File: config.mk
export PLATFORM = sky130hd
export DESIGN_NAME = jt12_wrseq
export DESIGN_NICKNAME = d
export VERILOG_FILES = /design/src/rtl/jt12_wrseq.sv
export SDC_FILE = /design/constraint.sdc
export NUM_CORES = 1
export LEC_CHECK = 0
export BUFFER_PORTS_ARGS = -buffer_cell sky130_fd_sc_hd__buf_2
export CAP_MARGIN = 20
export CELL_PAD_IN_SITES_DETAIL_PLACEMENT = 0
export CELL_PAD_IN_SITES_GLOBAL_PLACEMENT = 1
export CORE_UTILIZATION = 45
export DETAILED_ROUTE_END_ITERATION = 10
export GPL_TIMING_DRIVEN = 0
export PLACE_DENSITY = 0.65
export SYNTH_ARGS = -nofsm -noshare
export SYNTH_HDL_FRONTEND = slang
export SYNTH_SLANG_ARGS = --single-unit
File: constraint.sdc
create_clock -name clk_i -period 3.5 [get_ports clk_i]
set_input_delay 0.175 -clock clk_i [delete_from_list [all_inputs] [get_ports clk_i]]
set_output_delay 0.175 -clock clk_i [all_outputs]
set_load 0.005 [all_outputs]
File: src/rtl/jt12_wrseq.sv
// Host-side write sequencer for the JT12 CPU bus.
// Queues (address, data) register writes in a FIFO and replays each one as an
// address access followed by a data access, then holds off for the chip's busy time.
// Optional macro JT12_WRSEQ_BUSYPOLL_EN replaces the fixed busy wait with status polling.
module jt12_wrseq #(
  parameter int unsigned DEPTH       = 16,
  parameter int unsigned BUSY_CYCLES = 32
) (
  input  logic                       clk_i,
  input  logic                       rst_ni,
  input  logic                       cen_i,
  input  logic                       flush_i,
  input  logic                       req_valid_i,
  output logic                       req_ready_o,
  input  logic [8:0]                 req_addr_i,
  input  logic [7:0]                 req_data_i,
  output logic [1:0]                 cpu_addr_o,
  output logic [7:0]                 cpu_din_o,
  output logic                       cpu_cs_n_o,
  output logic                       cpu_wr_n_o,
  output logic                       cpu_rd_n_o,
  input  logic [7:0]                 cpu_dout_i,
  output logic [$clog2(DEPTH):0]     level_o,
  output logic                       idle_o,
  output logic                       timeout_o
);

  localparam int unsigned AW = $clog2(DEPTH);
  localparam int unsigned LW = AW + 1;
`ifdef JT12_WRSEQ_BUSYPOLL_EN
  localparam int unsigned CntMax = 4 * BUSY_CYCLES - 1;
`else
  localparam int unsigned CntMax = BUSY_CYCLES - 1;
`endif
  // +2 keeps the width at least one bit when BUSY_CYCLES is 1
  localparam int unsigned CW = $clog2(CntMax + 2);

  typedef enum logic [2:0] {StIdle, StAddr, StGap1, StData, StWait} state_e;

  // FIFO storage: {a1, reg[7:0], val[7:0]}
  logic [16:0]   mem_q [DEPTH];
  logic [AW-1:0] wr_ptr_q, rd_ptr_q;
  logic [LW-1:0] level_q, level_d;
  logic          push, pop;
  logic [16:0]   head;

  state_e        state_q;
  logic [CW-1:0] cnt_q;
  logic          a1_q;
  logic [7:0]    val_q;
  logic [1:0]    addr_q;
  logic [7:0]    din_q;
  logic          cs_n_q, wr_n_q;
  logic          idle_q;
  logic          fsm_idle_d;

  assign req_ready_o = (level_q != LW'(DEPTH));
  // flush beats a same-edge push; a same-edge pop still hands the head to the FSM
  assign push        = req_valid_i && req_ready_o && !flush_i;
  assign pop         = cen_i && (state_q == StIdle) && (level_q != '0);
  assign head        = mem_q[rd_ptr_q];

`ifdef JT12_WRSEQ_BUSYPOLL_EN
  logic rd_n_q, timeout_q;
  logic poll_ok, poll_to;
  // first poll sample is discarded to cover the chip's read latency
  assign poll_ok = (cnt_q != '0) && !cpu_dout_i[7];
  assign poll_to = (cnt_q == CW'(CntMax));
`endif

  // FIFO occupancy next state
  always_comb begin
    level_d = level_q;
    if (flush_i) begin
      level_d = '0;
    end else if (push && !pop) begin
      level_d = level_q + LW'(1);
    end else if (!push && pop) begin
      level_d = level_q - LW'(1);
    end
  end

  // Whether the FSM sits in IDLE after this edge
  always_comb begin
    fsm_idle_d = 1'b0;
    case (state_q)
      StIdle:  fsm_idle_d = !pop;
`ifdef JT12_WRSEQ_BUSYPOLL_EN
      StWait:  fsm_idle_d = cen_i && (poll_ok || poll_to);
`else
      StWait:  fsm_idle_d = cen_i && (cnt_q == '0);
`endif
      default: fsm_idle_d = 1'b0;
    endcase
  end

  // FIFO storage write; no reset needed on the data array
  always_ff @(posedge clk_i) begin
    if (push) begin
      mem_q[wr_ptr_q] <= {req_addr_i, req_data_i};
    end
  end

  // FIFO pointers, occupancy and idle flag
  always_ff @(posedge clk_i or negedge rst_ni) begin
    if (!rst_ni) begin
      wr_ptr_q <= '0;
      rd_ptr_q <= '0;
      level_q  <= '0;
      idle_q   <= 1'b1;
    end else begin
      level_q <= level_d;
      idle_q  <= fsm_idle_d && (level_d == '0);
      if (flush_i) begin
        wr_ptr_q <= '0;
        rd_ptr_q <= '0;
      end else begin
        if (push) wr_ptr_q <= wr_ptr_q + AW'(1);
        if (pop)  rd_ptr_q <= rd_ptr_q + AW'(1);
      end
    end
  end

  // Bus FSM with registered bus outputs; advances only on cen ticks
  always_ff @(posedge clk_i or negedge rst_ni) begin
    if (!rst_ni) begin
      state_q   <= StIdle;
      cnt_q     <= '0;
      a1_q      <= 1'b0;
      val_q     <= '0;
      addr_q    <= '0;
      din_q     <= '0;
      cs_n_q    <= 1'b1;
      wr_n_q    <= 1'b1;
`ifdef JT12_WRSEQ_BUSYPOLL_EN
      rd_n_q    <= 1'b1;
      timeout_q <= 1'b0;
`endif
    end else begin
`ifdef JT12_WRSEQ_BUSYPOLL_EN
      timeout_q <= 1'b0;
`endif
      if (cen_i) begin
        case (state_q)
          StIdle: begin
            if (pop) begin
              a1_q    <= head[16];
              val_q   <= head[7:0];
              addr_q  <= {head[16], 1'b0};
              din_q   <= head[15:8];
              cs_n_q  <= 1'b0;
              wr_n_q  <= 1'b0;
              state_q <= StAddr;
            end
          end
          StAddr: begin
            cs_n_q  <= 1'b1;
            wr_n_q  <= 1'b1;
            state_q <= StGap1;
          end
          StGap1: begin
            addr_q  <= {a1_q, 1'b1};
            din_q   <= val_q;
            cs_n_q  <= 1'b0;
            wr_n_q  <= 1'b0;
            state_q <= StData;
          end
          StData: begin
            wr_n_q  <= 1'b1;
            state_q <= StWait;
`ifdef JT12_WRSEQ_BUSYPOLL_EN
            addr_q  <= '0;
            cs_n_q  <= 1'b0;
            rd_n_q  <= 1'b0;
            cnt_q   <= '0;
`else
            cs_n_q  <= 1'b1;
            cnt_q   <= CW'(BUSY_CYCLES - 1);
`endif
          end
          StWait: begin
`ifdef JT12_WRSEQ_BUSYPOLL_EN
            if (poll_ok || poll_to) begin
              cs_n_q    <= 1'b1;
              rd_n_q    <= 1'b1;
              timeout_q <= !poll_ok;
              state_q   <= StIdle;
            end else begin
              cnt_q <= cnt_q + CW'(1);
            end
`else
            if (cnt_q == '0) begin
              state_q <= StIdle;
            end else begin
              cnt_q <= cnt_q - CW'(1);
            end
`endif
          end
          default: state_q <= StIdle;
        endcase
      end
    end
  end

  assign cpu_addr_o = addr_q;
  assign cpu_din_o  = din_q;
  assign cpu_cs_n_o = cs_n_q;
  assign cpu_wr_n_o = wr_n_q;
  assign level_o    = level_q;
  assign idle_o     = idle_q;

`ifdef JT12_WRSEQ_BUSYPOLL_EN
  assign cpu_rd_n_o = rd_n_q;
  assign timeout_o  = timeout_q;
`else
  // status byte is not needed with the fixed busy wait
  logic unused_dout;
  assign unused_dout = ^cpu_dout_i;
  assign cpu_rd_n_o  = 1'b1;
  assign timeout_o   = 1'b0;
`endif

endmodule

* Word level (Yosys, flattened, before mapping) *
Memory sizes are Yosys's and may differ from the RTL's.
Cells that the tools add are included.

storage, ports and cells
  bits in registers = 43
  latch bits = 0
  bits in writable memories = 272
  ROM bits = 0
  input bits = 30
  output and inout port bits = 21
  memories kept = 1

memory list
  name   depth  bits a word  read ports  clocked after memory_dff  write ports  RTL line  RTL
  mem_q  16     17           1           0                         1            41        logic [16:0] mem_q [DEPTH];

operators by class
  add/sub/neg operators = 5
  multipliers = 0
  divide/modulo/power cells = 0
  magnitude comparators = 0
  equality and inequality tests = 8
  shift operators = 0
  multiplexer cells = 21
  bitwise logic cells = 0
  reduce and logical (&&, ||, !) cells = 26

operator list
  kind                   number
  $mux W4                4
  $pmux W8 S2            1
  $mux W5                3
  $pmux W3 S5            1
  $reduce_and A3 Y1      5
  $pmux W6 S2            1
  $add A4 B1 Y4 const B  2
  $logic_and A1 B1 Y1    8
  $mux W8                1
  $reduce_bool A2 Y1     4
  $eq A3 B2 Y1 const B   2
  $logic_not A6 Y1       1
  $mux W3                2
  $mux W6                1
  $ne A2 B2 Y1 const B   3
  $sub A6 B1 Y6 const B  1
  $add A5 B1 Y5 const B  1
  $logic_not A5 Y1       1
  $ne A5 B5 Y1 const B   1
  $reduce_bool A5 Y1     1
  $sub A5 B1 Y5 const B  1
  $pmux W2 S2            1
  $eq A3 B1 Y1 const B   1
  $eq A3 B3 Y1 const B   1
  8 further kinds        12

* Logic depth before layout (Yosys ltp) *
  depth in word-level cells = 10
  depth in mapped cells = 9

* Least setup slack after synthesis *
Ideal clock, no wire load.

  path kind = register to register
  start point = register level_q[0], in the netlist level_o[0]
  end point = memory mem_q[0][0], enable pin
  data arrival time = 2.797 ns
  required time = 3.088 ns
  path slack = 0.291 ns
  stages on the path, launching flop included = 9
  path buffers = 0
  clock period less this slack = 3.209 ns
  path through = dfrtp_1 -> inv_1 -> ha_1 -> and4bb_2 -> inv_1 -> nand2_1 -> nor2_1 -> nand2_1 -> nor3_1

on the way
  word-level cells in the longest chain between the ends = 5

RTL lines
  element                           RTL line  RTL
  from (decl)                       43        logic [LW-1:0] level_q, level_d;
  from (signal assigned)            112       level_q <= level_d;
  $ne A5 B5 Y1                      57        assign req_ready_o = (level_q != LW'(DEPTH));
  named net req_ready_o             14        output logic req_ready_o,
  $logic_and A1 B1 Y1 (2 in a row)  59        assign push = req_valid_i && req_ready_o && !flush_i;
  $mux W1                           99        if (push) begin
  $mux W1 (not written as such)     100       mem_q[wr_ptr_q] <= {req_addr_i, req_data_i};
  to (decl)                         41

The timed path passes the listed nets, and every way through them passes these cells.

* Final worst setup path *
  start point = register level_q[0], in the netlist level_o[0]
  end point = memory mem_q[2][15], enable pin

on the way
  word-level cells in the longest chain between the ends = 5

RTL lines
  element                           RTL line
  $ne A5 B5 Y1                      57
  $logic_and A1 B1 Y1 (2 in a row)  59
  $mux W1                           99
  $mux W1 (not written as such)     100

No other way between the ends.

==> out/qor.csv <==
stage;metric;value;unit
final_layout;synth-to-layout area growth;17.22;%
power_and_ir_drop;Comb pwr share;0.178;
clocking;Num CTS Buffers;34;
global_route;gr ovfl total;0;
min_path;worst min-delay path category;in2reg;
timing;fin crit period;3.248;ns
logic_synthesis;Synth Flop Type;edfxtp_1;
placed_design;# port buffers;39;
timing;Slew Viols, Final;0;
critical_path;critical path capture point type;flop;
global_route;largest net degree at the start of global routing;44;
floorplanning;Core Region;0.02786;mm²
logic_synthesis;Post-Syn Area;0.01276;mm²
critical_path;CP Max Fanout;7;
floorplanning;Die Height;170.4;µm
clocking;CTS tree;done;
final_layout;multi-input logic area;0.003289;mm²
drt;Via density;5.684;
clocking;Clock transition at path regs;0.06;ns
logic_synthesis;largest family of logic cells by synthesized area;multiplexers;
critical_path;startpoint types;flop;
logic_synthesis;share of flip-flops with an asynchronous set or reset;0.1365;
clocking;Worst-Skew Late Latency;0.52;ns
logic_synthesis;number of synthesized flops with an enable pin;272;
power_and_ir_drop;Sw Ratio;0.2515;
logic_synthesis;Synth Area in Compound Gates;0.03432;
logic_synthesis;Synth top area share;0.6401;
placed_design;Place WS;0.1598;ns
timing;Final WS setup;0.2521;ns
logic_synthesis;mux cell area share after synthesis;0.1635;
logic_synthesis;post-synthesis adder-cell area fraction;0.008824;
placed_design;placed wire-length estimate;19020;µm
power_and_ir_drop;P_sw;0.002460;W
timing;final period utilization;0.9280;
timing;Fin. Hold Viols;0;
logic_synthesis;syn avg cell area;19.82;µm²
global_route;global-route wire length before repair;43260;µm
logic_synthesis;simple-gate share of the synthesized area;0.03736;
drt;final antenna-violating net count;0;
final_layout;share of layout cells above drive strength 1;0.2980;
power_and_ir_drop;Clk pwr share;0.366;
power_and_ir_drop;Pint;0.007321;W
logic_synthesis;cell taking the most area after synthesis;edfxtp_1;
critical_path;cells along the critical path;inv_1 -> ha_1 -> and4bb_2 -> inv_1 -> nand2_1 -> nor2_1 -> nand2_1 -> nor3_2 -> buf_4;
final_layout;diode count;0;
clocking;root buf cell;clkbuf_16;
floorplanning;Ports;51;
logic_synthesis;post-synthesis xor/xnor area fraction;0.007550;
drt;DR pass1 iterations;5;
placed_design;GP Congestion;0.7899;
global_route;vias in the first global route;6715;
power_and_ir_drop;sequential power share;0.456;
floorplanning;Core Rows;61;
power_and_ir_drop;Power, Total;0.009781;W
logic_synthesis;register bit total from synthesis;315;
logic_synthesis;net count after synthesis;683;
timing;RSZ-0062 raised after global routing;no;
clocking;H-tree depth;2;
global_route;antenna violations before repair;0;
final_layout;number of fill cells;2162;
logic_synthesis;Synth area leaders;edfxtp_1, mux4_2, dfrtp_1;
critical_path;required arrival time at the worst endpoint;3.70;ns
drt;initial drt markers;570;
drt;# DRC;0;
logic_synthesis;yosys warns;0;
logic_synthesis;post-synthesis sequential area ratio;0.7246;
power_and_ir_drop;Leak;5.024;nW
clocking;number of post-CTS setup repair buffers;0;
drt;Avg WL per Cell;25.47;µm
critical_path;CP Data Arrival Time;3.45;ns
clocking;clock buffer depth;3;
logic_synthesis;Netlist cell types;60;
floorplanning;die width;170.4;µm
timing;Worst slew margin;0.3993;
critical_path;slowest CP cell;nor3_2;
drt;Total Wirelength;29120;µm
outcome;status;complete, no violations;
job;MaxCap Viol Count;0;
critical_path;critical path class;reg2reg;
final_layout;Reg area;0.009246;mm²
timing;Hold Slack;0.01476;ns
timing;worst-margin pin slew;0.9011;ns
critical_path;Critical Path Max Stage Delay;0.64;ns
floorplanning;Initial Util;0.4581;
timing;Final setup viols;0;
timing;Max Fclk;307.9;MHz
power_and_ir_drop;IR drop worst, VDD;0.0003185;V
final_layout;Final nets;779;
drt;Vias;6497;
global_route;GRT Overall Usage;0.2108;
timing;worst setup skew after layout;0.02327;ns
floorplanning;area of the die;0.02903;mm²
power_and_ir_drop;pwr dens;653.9;mW/mm²
logic_synthesis;Mapped Cells;644;
clocking;number of clock sinks;315;
[state kept, by name (all words and copies together) (netlist names)]
register / count
cpu_cs_n_o: 1
level_o: 5
wr_ptr_q: 4
cpu_addr_o: 2
state_q: 3
idle_o: 1
val_q: 8
cpu_din_o: 8
cnt_q: 6
rd_ptr_q: 4
a1_q: 1
mem_q: 272
[layer usage]
metal	vias up	track usage	routed length, µm
met3	48	0.03791	1663
met1	3441	0.2745	12040
met4	0	0.05797	590
met2	193	0.3639	14820
met5	-	0	0
li1	2815	-	-
[area by class of cell]
type                            count  area share
Inverter                           17    0.004266
Sequential cell                   315      0.6182
Timing Repair Buffer               60     0.03547
Clock inverter                     19     0.01405
Multi-Input combinational cell    277      0.2199
Clock buffer                       42     0.06098
Tap cell                          378     0.03162
Buffer                             35     0.01556
[synth_stat cells (2+ instances only)]
library cell	number
nor3_1	5
a211oi_1	4
conb_1	2
edfxtp_1	272
a2111oi_0	3
mux2i_1	6
dfstp_2	2
mux4_2	65
o211ai_1	3
mux2_4	7
nand2b_1	4
nor2b_1	3
a21oi_1	7
or3_1	4
and2_1	3
mux4_1	17
or2b_1	2
nand2_1	30
nand3_1	7
xor2_1	2
ha_1	9
dfrtp_1	41
clkbuf_1	12
buf_2	6
a221oi_1	3
inv_1	16
nor2_1	26
o21ai_0	21
xnor2_1	9
buf_4	6
a41oi_1	2
nor4b_2	2
o22ai_1	8
buf_1	2
buf_6	8
[logic make-up (layout without fill, tap and decap cells)]
| group | count (synthesis) | in the layout |
|---|---|---|
| AOI/OAI and AO/OA | 65 | 65 |
| xor gates and xnor gates | 11 | 11 |
| adders and majority gates | 9 | 9 |
| buffers and inverters | 52 | 173 |
| DFF | 315 | 315 |
| muxes | 96 | 96 |
| other | 2 | 2 |
| and+or+nand+nor | 94 | 94 |
[final timing paths]
path                             start            to  slack (ns)  depth (start not counted)
max                         level_o[0]  mem_q[2][15]        0.25                          9
min                        req_valid_i   wr_ptr_q[1]        0.01                          3
max reg2reg                 level_o[0]  mem_q[2][15]        0.25                          9
min reg2reg                 cpu_cs_n_o    cpu_cs_n_o        0.47                          2
max in group asynchronous       rst_ni    cpu_cs_n_o        2.96                          3
min in group asynchronous       rst_ni   wr_ptr_q[1]        0.03                          2
[worst max-delay path: cells and delay by family, from the launching register on]
kind | cells | cell delay (ns)
flip-flops | 1 | 0.45
adder cells (fa/ha/maj) | 1 | 0.28
buffers and inverters | 3 | 0.61
AND/OR/NAND/NOR | 5 | 1.60
[cells in the final DEF, fill, tap and decap left out, types with 3 or more instances in the layout]
cell,netlist,layout
mux2i_1,6,6
nor2_2,0,9
buf_4,6,8
mux2_4,7,7
a2111oi_0,3,3
xnor2_1,9,9
buf_16,0,5
nor2_1,26,14
nor2b_1,3,3
dfrtp_1,41,41
nand2b_1,4,4
clkbuf_16,0,35
nand2_1,30,30
buf_6,8,14
clkinv_1,0,6
buf_8,1,6
nor3_2,0,3
nor2_4,1,4
clkinv_2,0,7
bufinv_16,0,4
edfxtp_1,272,272
inv_1,16,16
a21oi_1,7,7
ha_1,9,9
or3_1,4,4
and2_1,3,3
o21ai_0,21,21
mux4_2,65,65
buf_2,6,45
o22ai_1,8,8
nand3_1,7,7
a221oi_1,3,3
a211oi_1,4,4
mux4_1,17,17
clkbuf_1,12,18
o211ai_1,3,3
[per-stage QoR]
step	utilization	instances	TNS, ns	area (µm²)
floorplan	-	644	0	12760
global placement	0.4821	1061	-229.54	13430
detailed placement	0.4950	1079	0	13790
CTS	0.5360	1142	0	14930
global route	0.5369	1143	0	14960
finish	0.5369	1143	0	14960
[power by group through the flow]
stage | Combinational [W] | Sequential [W] | Clock [W]
detailed placement | 0.00175 | 0.00453 | 0
finish | 0.00174 | 0.00446 | 0.00358
floorplan | 0.00124 | 0.00449 | 0
global route | 0.00188 | 0.00448 | 0.00378
global placement | 0.00170 | 0.00453 | 0
CTS | 0.00176 | 0.00446 | 0.00364
[what timing repair did]
item	CTS	global route
endpoints found under the hold margin	42	0
resized for setup	0	1
hold buffers	2	0
setup endpoints to repair	0	5
Power figures use the tool's default switching activity.
